## src/rtl/fetch_pkg.sv

```systemverilog
// Shared definitions for the instruction fetch front-end.
//   XLEN_DEF      : default PC / address width
//   INSTR_W       : instruction word width
//   NOP_INSTR     : word presented to decode when nothing valid is held
//   PC_STEP       : sequential fetch increment in bytes
//   fetch_entry_t : {pc, instr} pair carried by the fetch FIFOs
package fetch_pkg;

  localparam int XLEN_DEF = 64;
  localparam int INSTR_W  = 32;
  localparam logic [INSTR_W-1:0] NOP_INSTR = 32'h0000_0013;
  localparam int PC_STEP  = 4;

  typedef struct packed {
    logic [XLEN_DEF-1:0] pc;
    logic [INSTR_W-1:0]  instr;
  } fetch_entry_t;

endpackage

```

## src/rtl/fetch_fifo.sv

```systemverilog
// Synchronous FIFO of fetch_entry_t. Used both as the instruction buffer in
// front of decode and as the queue of PCs whose memory requests are in flight.
//   clk_i, rst_ni   : clock, asynchronous active-low reset
//   push_i          : write push_data_i at the tail this cycle
//   push_data_i     : entry to write
//   pop_i           : drop the head this cycle (ignored while empty)
//   flush_i         : discard all entries; wins over push and pop
//   head_o          : oldest entry (don't-care while empty)
//   count_o         : number of stored entries
//   full_o, empty_o : occupancy flags
// DEPTH must be a power of two >= 2. Pointers carry one extra wrap bit so that
// full (same index, different wrap) is distinguishable from empty.
module fetch_fifo
  import fetch_pkg::*;
#(
  parameter  int DEPTH = 4,
  localparam int AW    = $clog2(DEPTH)
) (
  input  logic         clk_i,
  input  logic         rst_ni,
  input  logic         push_i,
  input  fetch_entry_t push_data_i,
  input  logic         pop_i,
  input  logic         flush_i,
  output fetch_entry_t head_o,
  output logic [AW:0]  count_o,
  output logic         full_o,
  output logic         empty_o
);

  fetch_entry_t mem_q [DEPTH];
  logic [AW:0]  wr_ptr_q, wr_ptr_d;
  logic [AW:0]  rd_ptr_q, rd_ptr_d;

  assign empty_o = (wr_ptr_q == rd_ptr_q);
  assign full_o  = (wr_ptr_q[AW] != rd_ptr_q[AW]) &&
                   (wr_ptr_q[AW-1:0] == rd_ptr_q[AW-1:0]);
  assign count_o = wr_ptr_q - rd_ptr_q;
  assign head_o  = mem_q[rd_ptr_q[AW-1:0]];

  always_comb begin
    wr_ptr_d = wr_ptr_q;
    rd_ptr_d = rd_ptr_q;
    if (flush_i) begin
      wr_ptr_d = '0;
      rd_ptr_d = '0;
    end else begin
      if (push_i)            wr_ptr_d = wr_ptr_q + 1'b1;
      if (pop_i && !empty_o) rd_ptr_d = rd_ptr_q + 1'b1;
    end
  end

  always_ff @(posedge clk_i or negedge rst_ni) begin
    if (!rst_ni) begin
      wr_ptr_q <= '0;
      rd_ptr_q <= '0;
    end else begin
      wr_ptr_q <= wr_ptr_d;
      rd_ptr_q <= rd_ptr_d;
    end
  end

  // Storage needs no reset: nothing is read before it has been written.
  // When full, a simultaneous push and pop write the slot being read, which
  // is safe because the head is consumed from the old contents this cycle.
  always_ff @(posedge clk_i) begin
    if (push_i && !flush_i) mem_q[wr_ptr_q[AW-1:0]] <= push_data_i;
  end

  a_no_overflow: assert property (@(posedge clk_i) disable iff (!rst_ni)
    !(push_i && full_o && !pop_i && !flush_i));

endmodule

```

## src/rtl/fetch_unit.sv

```systemverilog
// Instruction fetch front-end feeding the IF/ID register.
//   clk, rst            : clock, asynchronous active-low reset
//   imem_req_valid/ready: word request handshake to instruction memory
//   imem_addr           : word address {2'b00, pc[XLEN-1:2]}
//   imem_rsp_valid/data : in-order response (no back-pressure)
//   stall               : decode cannot take the presented instruction
//   redirect_valid/pc   : taken branch from ID; flushes and restarts fetch
//   if_valid/pc/instr   : instruction presented to decode (0 / NOP when idle)
//
// Handshakes: a request transfers on a cycle where imem_req_valid and
// imem_req_ready are both high; while valid is high and ready low the address
// is held. Responses are accepted unconditionally in request order. An
// instruction is consumed by decode on a cycle with if_valid && !stall &&
// !redirect_valid.
module fetch_unit
  import fetch_pkg::*;
#(
  parameter int              XLEN            = XLEN_DEF,
  parameter int              DEPTH           = 4,
  parameter int              MAX_OUTSTANDING = 2,
  parameter logic [XLEN-1:0] RESET_PC        = '0
) (
  input  logic               clk,
  input  logic               rst,
  output logic               imem_req_valid,
  input  logic               imem_req_ready,
  output logic [XLEN-1:0]    imem_addr,
  input  logic               imem_rsp_valid,
  input  logic [INSTR_W-1:0] imem_rsp_data,
  input  logic               stall,
  input  logic               redirect_valid,
  input  logic [XLEN-1:0]    redirect_pc,
  output logic               if_valid,
  output logic [XLEN-1:0]    if_pc,
  output logic [INSTR_W-1:0] if_instr
);

  localparam int FAW = $clog2(DEPTH);
  localparam int QAW = $clog2(MAX_OUTSTANDING);
  localparam int OW  = QAW + 1;
  localparam int CW  = FAW + 2;

  logic [XLEN-1:0] pc_q, pc_d;
  logic [OW-1:0]   out_q, out_d;    // requests accepted, response not yet seen
  logic [OW-1:0]   drop_q, drop_d;  // of those, how many are wrong-path

  logic            req_fire;
  logic            rsp_keep;
  logic            fifo_pop;
  logic [CW-1:0]   credit_used;
  logic            has_credit;
  logic            below_max;

  fetch_entry_t    infl_push_entry, infl_head, rsp_entry, fifo_head;
  logic [QAW:0]    infl_count;
  logic            infl_full, infl_empty;
  logic [FAW:0]    fifo_count;
  logic            fifo_full, fifo_empty;

  logic            unused_pc_lsb;
  assign unused_pc_lsb = ^{redirect_pc[1:0], pc_q[1:0]};

  // Every response that will be kept needs a FIFO slot reserved at issue
  // time; responses already marked for dropping do not consume a slot.
  assign credit_used = CW'(fifo_count) + CW'(out_q) - CW'(drop_q);
  assign has_credit  = credit_used < CW'(DEPTH);
  assign below_max   = out_q < OW'(MAX_OUTSTANDING);

  assign imem_req_valid = rst && !redirect_valid && below_max && has_credit;
  assign imem_addr      = {2'b00, pc_q[XLEN-1:2]};
  assign req_fire       = imem_req_valid && imem_req_ready;

  // A response in the redirect cycle belongs to the old path and is dropped.
  assign rsp_keep = imem_rsp_valid && (drop_q == '0) && !redirect_valid;
  assign fifo_pop = if_valid && !stall && !redirect_valid;

  always_comb begin
    infl_push_entry       = '0;
    infl_push_entry.pc    = pc_q;
    infl_push_entry.instr = NOP_INSTR;
    rsp_entry             = infl_head;
    rsp_entry.instr       = imem_rsp_data;
  end

  always_comb begin
    pc_d   = pc_q;
    out_d  = out_q;
    drop_d = drop_q;
    if (req_fire) pc_d = pc_q + XLEN'(PC_STEP);
    if (req_fire && !imem_rsp_valid)      out_d = out_q + 1'b1;
    else if (!req_fire && imem_rsp_valid) out_d = out_q - 1'b1;
    if (redirect_valid) begin
      // No request fires in a redirect cycle, so every outstanding response
      // (minus one arriving right now) is wrong-path.
      pc_d   = {redirect_pc[XLEN-1:2], 2'b00};
      drop_d = imem_rsp_valid ? out_q - 1'b1 : out_q;
    end else if (imem_rsp_valid && (drop_q != '0)) begin
      drop_d = drop_q - 1'b1;
    end
  end

  always_ff @(posedge clk or negedge rst) begin
    if (!rst) begin
      pc_q   <= RESET_PC;
      out_q  <= '0;
      drop_q <= '0;
    end else begin
      pc_q   <= pc_d;
      out_q  <= out_d;
      drop_q <= drop_d;
    end
  end

  fetch_fifo #(.DEPTH(MAX_OUTSTANDING)) u_inflight (
    .clk_i       (clk),
    .rst_ni      (rst),
    .push_i      (req_fire),
    .push_data_i (infl_push_entry),
    .pop_i       (imem_rsp_valid),
    .flush_i     (1'b0),
    .head_o      (infl_head),
    .count_o     (infl_count),
    .full_o      (infl_full),
    .empty_o     (infl_empty)
  );

  fetch_fifo #(.DEPTH(DEPTH)) u_ibuf (
    .clk_i       (clk),
    .rst_ni      (rst),
    .push_i      (rsp_keep),
    .push_data_i (rsp_entry),
    .pop_i       (fifo_pop),
    .flush_i     (redirect_valid),
    .head_o      (fifo_head),
    .count_o     (fifo_count),
    .full_o      (fifo_full),
    .empty_o     (fifo_empty)
  );

  assign if_valid = !fifo_empty;
  assign if_pc    = fifo_empty ? '0 : fifo_head.pc;
  assign if_instr = fifo_empty ? NOP_INSTR : fifo_head.instr;

  a_out_max: assert property (@(posedge clk) disable iff (!rst)
    out_q <= OW'(MAX_OUTSTANDING));
  a_drop_le_out: assert property (@(posedge clk) disable iff (!rst)
    drop_q <= out_q);
  a_addr_stable: assert property (@(posedge clk) disable iff (!rst)
    imem_req_valid && !imem_req_ready |=> $stable(imem_addr));
  a_infl_tracks_out: assert property (@(posedge clk) disable iff (!rst)
    infl_count == out_q);
  a_rsp_has_pc: assert property (@(posedge clk) disable iff (!rst)
    imem_rsp_valid |-> !infl_empty);
  a_infl_room: assert property (@(posedge clk) disable iff (!rst)
    req_fire |-> !infl_full);
  a_ibuf_room: assert property (@(posedge clk) disable iff (!rst)
    rsp_keep |-> (!fifo_full || fifo_pop));

endmodule

```

## config.mk

```make
export PLATFORM = sky130hd
export DESIGN_NAME = fetch_unit
export DESIGN_NICKNAME = d
export VERILOG_FILES = /design/src/rtl/fetch_pkg.sv /design/src/rtl/fetch_fifo.sv /design/src/rtl/fetch_unit.sv
export SDC_FILE = /design/constraint.sdc
export NUM_CORES = 1
export LEC_CHECK = 0
export ABC_AREA = 1
export CORE_UTILIZATION = 44
export DETAILED_ROUTE_END_ITERATION = 10
export SLEW_MARGIN = 20
export SYNTH_ARGS = -nofsm -noshare
export SYNTH_HDL_FRONTEND = slang
export SYNTH_SLANG_ARGS = --single-unit
```

## constraint.sdc

```tcl
create_clock -name clk -period 15.47 [get_ports clk]
set_input_delay 3.094 -clock clk [delete_from_list [all_inputs] [get_ports clk]]
set_output_delay 3.094 -clock clk [all_outputs]
set_load 0.005 [all_outputs]
```

After elaboration in Yosys (flattened, before gate mapping)
Memory sizes are Yosys's and may differ from the RTL's.
Index checks and enable logic that the tools add are counted.
W data, S select, Z words.
- output and inout bits: 162
- word-level logic and storage cells: 68
- bits in registers: 78
- RAM bits: 512
- input port bits: 102
- memories kept: 2
- memories (memory ; depth ; bits a word ; rd ports ; clocked after Yosys merged registers in ; wr ports ; RTL line ; text):
    u_ibuf.mem_q ; 4 ; 96 ; 1 ; 0 ; 1 ; fetch_fifo.sv:31 ; fetch_entry_t mem_q [DEPTH];
    u_inflight.mem_q ; 2 ; 64 ; 1 ; 0 ; 1 ; fetch_fifo.sv:31 ;
- reductions and logical operators: 27
- order comparisons: 2
- add/sub/neg operators: 11
- multiplexer cells: 17
- eq/ne operators: 2
- operators with widths (operator ; number):
    $mux W64 ; 3
    $add A64 B3 Y64 const B ; 1
    $mux W32 ; 1
    $logic_and A1 B1 Y1 ; 14
    $mux W3 ; 4
    $reduce_bool A2 Y1 ; 6
    $mux W2 ; 5
    $add A2 B1 Y2 const B ; 3
    $add A3 B1 Y3 const B ; 2
    $logic_not A1 Y1 ; 6
    $add A3 B2 Y4 ; 1
    $lt A4 B3 Y1 const B ; 1
    $mux W1 ; 4
    $sub A2 B1 Y2 const B ; 2
    $sub A4 B2 Y4 ; 1
    $eq A3 B3 Y1 ; 1
    $sub A3 B3 Y3 ; 1
    $eq A2 B2 Y1 ; 1
    $logic_not A2 Y1 ; 1
    $lt A2 B2 Y1 const B ; 1

Depth between registers and ports, before layout
Gate-level depths: netlist of run 1.
- depth after elaboration: 10
- mapped depth: 18
- mapped depth without buffers: 17

Modules after synthesis
A second synthesis of run 1 with hierarchy kept.
- cells, all modules: 2646
- area total of the unflattened synthesis: 28114.5 um^2
- modules (own cells, without submodules) (module ; times used ; cells each ; sequential area each (um^2) ; area an instance (um^2)):
    fetch_fifo at u_ibuf ; 1 ; 989 ; 11681.2 ; 14706.6
    fetch_fifo at u_inflight ; 1 ; 537 ; 5865.6 ; 7241.9
    fetch_unit ; 1 ; 1120 ; 1651.6 ; 6165.9

Worst setup path after synthesis of run 1
Ideal clock, no wire load.
- path kind: input to register
- start point: input port redirect_valid
- end point: memory u_ibuf.mem_q[3][0] (netlist bit), enable pin
- required time: 14.923 ns
- setup time: 0.547 ns
- path slack: 7.340 ns
- stages on the path: 4
- arrival time: 7.582 ns
- cells stage by stage: buf_2 > clkbuf_1 > clkbuf_1 > nor2_1
- word-level cells in the longest chain between the ends: 5
- ends and longest elaborated chain (item ; RTL line ; text):
    start: declaration ; fetch_unit.sv:31 ; input logic redirect_valid,
    $logic_not A1 Y1 * ; fetch_fifo.sv:67, fetch_unit.sv:74 ;
    $logic_and A1 B1 Y1 ; fetch_unit.sv:74 ; assign rsp_keep = imem_rsp_valid && (drop_q == '0) && !redirect_valid;
    $logic_and A1 B1 Y1 * ; fetch_fifo.sv:67 ; if (push_i && !flush_i) mem_q[wr_ptr_q[AW-1:0]] <= push_data_i;
    $mux W1 * ; fetch_fifo.sv:67 ;
    $mux W1 (implied by the code) * ; fetch_fifo.sv:67 ;
    end: declaration ; fetch_fifo.sv:31 ;
Every way passes the cells marked *; elsewhere a longest branch is shown, timed or not.

Worst setup path after layout of run 1
- start point: register u_ibuf.rd_ptr_q[1]
- end point: output port if_pc[37]
- word-level cells in the longest chain between the ends: 2
- ends and longest elaborated chain (item ; RTL line ; text):
    start: declaration ; fetch_fifo.sv:33 ; logic [AW:0] rd_ptr_q, rd_ptr_d;
    start signal: assignment ; fetch_fifo.sv:59 ; rd_ptr_q <= rd_ptr_d;
    $mem_v2 Z4 W96 or $eq A3 B3 Y1 (tied branches) ; - ;
    $mux W64 * ; fetch_unit.sv:141 ; assign if_pc = fifo_empty ? '0 : fifo_head.pc;
    end: declaration ; fetch_unit.sv:34 ; output logic [XLEN-1:0] if_pc,
Marked as above.

==> results of run 1 <==
through the flow:
| stage | power [mW] | util, % | cell area [sq um] |
|---|---|---|---|
| 5_1_grt | 5.594 | 53.95 | 29950 |
| 6_report | 5.287 | 53.95 | 29950 |
| 3_5_place_dp | 3.989 | 50.64 | 28110 |
| 4_1_cts | 5.353 | 53.95 | 29950 |
| 2_1_floorplan | 3.021 | - | 24950 |
| 3_3_place_gp | 3.956 | 50.64 | 28110 |
layout make-up:
class                      count  area (sq um)
inverter                      74         282.8
clock inverter                31         240.2
multi-input combinational   1630          7241
sequential                   576         16930
clock buffer                  80          1598
fill                        4873         25570
timing repair buffer         279          2730
tap                          748         935.9
state kept, by name, summed over array words and instances, names as in the netlist:
| name | flops |
|---|---|
| pc_q | 62 |
| drop_q | 2 |
| out_q | 2 |
| u_ibuf.wr_ptr_q | 3 |
| u_inflight.rd_ptr_q | 2 |
| u_ibuf.rd_ptr_q | 3 |
| u_inflight.wr_ptr_q | 2 |
| u_inflight.mem_q | 124 |
| u_ibuf.mem_q | 376 |
power by group:
part	switching, mW	total (mW)	internal, mW
Clock	0.581	1.35	0.773
Combinational	1.09	1.85	0.759
Sequential	0.168	2.08	1.91
Total	1.84	5.29	3.45
worst paths after layout:
kind	start	endpoint	slack, ps	cells after the start
max reg2reg	u_ibuf.rd_ptr_q[1]	u_inflight.mem_q[1][8]	10840	11
min reg2reg	out_q[1]	out_q[1]	490	2
min	out_q[1]	out_q[1]	490	2
max	u_ibuf.rd_ptr_q[1]	if_pc[37]	7060	7
max in group asynchronous	rst	u_ibuf.rd_ptr_q[0]	11900	2
min in group asynchronous	rst	pc_q[50]	2390	1
layer usage:
layer	GRT usage, %	part of all wire, %	vias up
met3	3.077	6.0	102
met5	0	0	-
met1	31.19	43	8455
met2	38.35	48	579
li1	-	-	8562
met4	8.377	3.2	0
worst max-delay path, delay by kind of cell (launching register included):
kind,cells,cell delay [ps]
AND/OR/NAND/NOR,1,360
buffers and inverters,4,2630
adder cells (fa/ha/maj),1,580
flip-flops,1,830
AO/OA/AOI/OAI,1,250
cells in the final DEF, fill, tap and decap left out, types with 17 or more instances in the layout:
master           synthesis  layout
nand3_1                116     116
clkbuf_1                60      19
o21ai_0                204     204
nand4_1                 18      18
buf_4                    5      23
o21ai_1                 23      23
xor2_1                  17      17
clkdlybuf4s50_1          0     255
dfrtp_1                 76      73
a21oi_1                 95      95
clkbuf_16                0      61
edfxtp_1               500     500
nand2_1                586     586
nor2_1                 489     484
inv_1                   63      62
cells by family (layout without fill, tap and decap cells):
| kind of cell | count (synthesis) | after routing | synth area share (%) |
|---|---|---|---|
| AND/OR/NAND/NOR | 1252 | 1252 | 20.22 |
| flip-flops | 576 | 576 | 67.83 |
| buffers and inverters | 193 | 464 | 3.356 |
| XOR/XNOR | 33 | 33 | 1.189 |
| other | 1 | 4 | 0.01504 |
| AO/OA/AOI/OAI | 327 | 327 | 6.632 |
| adder cells (fa/ha/maj) | 14 | 14 | 0.7625 |
==> metrics.md, run 1 <==
| Metric | Value |
|---|---|
| Syn avg cell area | `between 10 and 15 sq um` |
| Synth Register Bits | `approximately 580` |
| Min Clock Period, post-route | `8408 ps` |
| Post-CTS sizing | `0` |
| Most used DFF post-synth | `edfxtp_1` |
| Iteration-0 DRC Markers | `1240` |
| IO buf count | `257` |
| Distinct cell type count after synthesis | `34` |
| DRT Wirelength | `66.50 mm` |
| Worst Path Required | `12380 ps` |
| Hold WC Path Type | `register to register` |
| Via/cell ratio | `5.178` |
| # IOs | `about 260` |
| Status | `complete, no violations` |
| Root Driver | `clkbuf_16` |
| Initial antenna violation count | `0` |
| CTS tree | `yes` |
| Max clock buf depth | `3` |
| Cells along the critical path | `clkinv_2 -> ha_1 -> nand4_1 -> clkinv_2 -> buf_4 -> a21oi_1 -> clkdlybuf4s50_1` |
| Top post-synthesis cells by count | `nand2_1 (586), edfxtp_1 (500), nor2_1 (489)` |
| P_leak | `10.82 nW` |
| Global-route usage over all layers | `~23%` |
| Later-pin clock latency in the skew report | `600 ps` |
| Slowest-stage cell, CP | `dfrtp_4` |
| Total congestion overflow | `0` |
| Hold-fix buffers at CTS | `0` |
| Max Slew Vio Count | `0` |
| Setup_tns | `0 ps` |
| # diodes | `0` |
| Cells after synthesis | `~2400` |
| Fraction of layout cells with a size suffix above 1 | `between 6 and 7%` |
| Chip height | `240.1 um` |
| Top cells by area, synth | `edfxtp_1 (60%), nand2_1 (8.8%), dfrtp_1 (7.6%)` |
| Worst Path Max Fanout | `65` |
| Vias in the first global route | `16840` |
| Worst setup SP type | `register` |
| Setup bufs post-CTS | `0` |
| Rows | `86` |
| Remaining DRCs | `0` |
| Synth-to-Final Area Change | `20.10%` |
| Final setup viols | `0` |
| Yosys warnings | `0` |
| PD cells | `between 150 and 200 nW/um^2` |
| Initial Util | `44.92%` |
| CTS buffer count | `roughly 60` |
| Non-filler instance count after layout | `between 3000 and 4000` |
| Share of the synthesized area in the top cell type | `60.20%` |
| Placed cells | `3307` |
| Worst endpoint data arrival time | `5310 ps` |
| Post-synthesis sequential area ratio | `between 60% and 70%` |
| Top cell by count, worst path | `clkinv_2` |
| Avg WL per Cell | `19.46 um` |
| PnR worst setup slack | `just over 7000 ps` |
| First-pass DRT Iterations | `5` |
| Core area | `55520 sq um` |
| Clock Skews | `14.45 ps` |
| Slew HR | `27.70%` |
| Post-route clock period utilization | `between 50% and 60%` |
| Vias post-DR | `17700` |
| RSZ-0062 raised after global routing | `false` |
| Setup crit end kind | `output pin` |
| EDFF count, synth | `500` |
| Dpl hpwl | `41.32 mm` |
| Hold Violations, Final | `0` |
| Mapped Area | `between 20000 and 25000 sq um` |
| Maximum vdd drop | `about 0.00014 V` |
| CTS H-tree lvls | `2` |
| Die area | `57640 sq um` |
| First-pass GRT wire length | `100.4 mm` |
| MaxCap Viol Count | `0` |
| Sink Count | `576` |
| Hold slack | `486.8 ps` |
| CP Class | `register to output pin` |
| Clock-pin slew on the worst setup and hold paths | `60 ps` |
| Cell taking the most area after synthesis | `edfxtp_1` |
| Largest net degree at the start of global routing | `between 100 and 150` |
| Slowest stage delay, CP | `830 ps` |
| Final net count | `2736` |
| Worst Tran Pin Value | `around 1100 ps` |
| Ys async rst share | `13.19%` |
| Most common cell in the synthesized netlist | `nand2_1` |
| Die Width | `240.1 um` |
| Place WS | `7412 ps` |
| GPL Wtd Cong | `0.9391` |
| Final antenna-violating net count | `0` |
| Fmax | `118.9 MHz` |
No activity file was read; power rests on OpenSTA's default activity.
==> run 2, diff against run 1 <==
--- a/config.mk
+++ b/config.mk
@@ -8,6 +8,7 @@
 export ABC_AREA = 1
 export CORE_UTILIZATION = 44
 export DETAILED_ROUTE_END_ITERATION = 10
+export PLACE_DENSITY = 0.67
 export SLEW_MARGIN = 20
 export SYNTH_ARGS = -nofsm -noshare
 export SYNTH_HDL_FRONTEND = slang
==> constraint.sdc (replaced) <==
create_clock -name clk -period 6.9 [get_ports clk]
set_input_delay 1.38 -clock clk [delete_from_list [all_inputs] [get_ports clk]]
set_output_delay 1.38 -clock clk [all_outputs]
set_load 0.005 [all_outputs]
==> metrics.md, run 2 (synthesis results as in run 1) <==
| Metric | Value |
|---|---|
| RSZ-0062 raised after global routing | `false` |
| Remaining DRCs | `0` |
| Fmax | `164.7 MHz` |
| Later-pin clock latency in the skew report | `just over 600 ps` |
| Cells along the critical path | `clkinv_2 -> ha_1 -> nand4_1 -> clkinv_2 -> buf_4 -> a21oi_1 -> clkdlybuf4s50_1` |
| Sink Count | `576` |
| P_leak | `10.84 nW` |
| Placed cells | `3309` |
| Worst endpoint data arrival time | `4690 ps` |
| Initial Util | `approximately 45%` |
| Slew HR | `roughly 29%` |
| Setup bufs post-CTS | `0` |
| Global-route usage over all layers | `22.94%` |
| Final antenna-violating net count | `0` |
| Vias post-DR | `about 18000` |
| Clock-pin slew on the worst setup and hold paths | `60 ps` |
| Dpl hpwl | `41.29 mm` |
| Initial antenna violation count | `1` |
| CP Class | `register to output pin` |
| MaxCap Viol Count | `0` |
| Root Driver | `clkbuf_16` |
| CTS H-tree lvls | `2` |
| Vias in the first global route | `roughly 17000` |
| Synth-to-Final Area Change | `20.30%` |
| Final net count | `2737` |
| Most frequent cells in the layout | `nand2_1 (586), edfxtp_1 (500), nor2_1 (484)` |
| Total congestion overflow | `0` |
| GPL Wtd Cong | `0.8873` |
| IO buf count | `257` |
| DRT Wirelength | `between 60 and 70 mm` |
| Worst Path Max Fanout | `74` |
| PD cells | `396.7 nW/um^2` |
| Largest net degree at the start of global routing | `75` |
| Maximum vdd drop | `0.0003335 V` |
| Fraction of layout cells with a size suffix above 1 | `6.292%` |
| Die Width | `240.1 um` |
| Slowest stage delay, CP | `870 ps` |
| Hold Violations, Final | `0` |
| # IOs | `264` |
| First-pass GRT wire length | `around 100 mm` |
| Worst Path Required | `5520 ps` |
| Setup_tns | `0 ps` |
| Hold WC Path Type | `register to register` |
| Max clock buf depth | `3` |
| Slowest-stage cell, CP | `buf_4` |
| Worst Tran Pin Value | `around 1100 ps` |
| Iteration-0 DRC Markers | `1259` |
| Final setup viols | `0` |
| Core area | `55520 sq um` |
| Via/cell ratio | `5.184` |
| Chip height | `240.1 um` |
| Status | `complete, no violations` |
| Post-CTS sizing | `0` |
| CTS tree | `yes` |
| Fillers | `~4800` |
| Die area | `57640 sq um` |
| Post-route clock period utilization | `87.98%` |
| Non-filler instance count after layout | `3419` |
| Max Slew Vio Count | `0` |
| Hold-fix buffers at CTS | `0` |
| Max reg flops | `approximately 380` |
| CTS buffer count | `58` |
| Min Clock Period, post-route | `6071 ps` |
| Setup crit end kind | `output pin` |
| Rows | `86` |
| Top cell by count, worst path | `clkinv_2` |
| Worst setup SP type | `register` |
| Clock Skews | `21.49 ps` |
| First-pass DRT Iterations | `5` |
| Avg WL per Cell | `19.22 um` |
| Most common cell after layout, fill and taps aside | `nand2_1` |
run 2: cell count changes in the layout (fill, tap and decap cells not counted), sizes merged:
cell and delta:
clkinv -6, clkinvlp -5, clkbuf +7, buf +2, bufinv +2, diode +1
run 2: layout make-up:
| class | instances | area (sq um) | area share, % |
|---|---|---|---|
| diodes | 1 | 2.502 | 0.008341 |
| clock inverters | 22 | 244.0 | 0.8132 |
| inverters | 74 | 285.3 | 0.9508 |
| multi-input cells | 1630 | 7241 | 24.13 |
| clock buffers | 87 | 1612 | 5.371 |
| repair buffers | 281 | 2758 | 9.191 |
| well taps | 748 | 935.9 | 3.119 |
| flip-flops and latches | 576 | 16930 | 56.41 |
run 2: routing by layer:
layer | part of all wire [%] | vias to the layer above | track usage (%) | wire length, um
li1 | - | 8565 | - | -
met1 | 43 | 8445 | 30.52 | 28040
met2 | 48 | 596 | 37.91 | 31230
met3 | 6.3 | 119 | 3.467 | 4140
met4 | 3.5 | 0 | 8.782 | 2293
met5 | 0 | - | 0 | 0
run 2: worst paths after layout:
kind                               startpoint                      to  slack [ps]  cells after the start
hold / removal                       out_q[1]                out_q[1]         490                      2
max in group asynchronous                 rst      u_ibuf.rd_ptr_q[0]        5030                      2
min in group asynchronous                 rst                pc_q[60]         620                      1
setup reg to reg           u_ibuf.rd_ptr_q[0]  u_inflight.mem_q[0][7]        2320                     12
hold reg to reg                      out_q[1]                out_q[1]         490                      2
setup / recovery           u_ibuf.rd_ptr_q[1]               if_pc[36]         830                      7
run 2: worst max-delay path: cells and delay by family (launching register included):
kind,cells,cell delay [ps]
compound gates,1,250
fa+ha+maj,1,570
buf+inv,4,2400
flops,1,410
simple gates,1,380
run 2: stage by stage:
stage	util (%)	total power, mW	hold WS (ps)	instance area [sq um]	worst slack [ps]
after floorplan	-	6.773	449.1	24950	484.2
after detailed placement	50.69	8.924	469.2	28140	1345
after CTS	54.03	12.02	485.7	30000	664.8
after global placement	50.69	8.826	464.4	28140	1408
after global routing	54.04	12.59	518.4	30000	600.5
final	54.04	11.90	491.5	30000	829.3
run 2: power by group:
group / total, mW / leakage, nW / internal [mW] / switching [mW]
registers: 4.67 / 5.46 / 4.29 / 0.376
logic: 4.15 / 4.48 / 1.70 / 2.45
clock network: 3.08 / 0.905 / 1.80 / 1.29
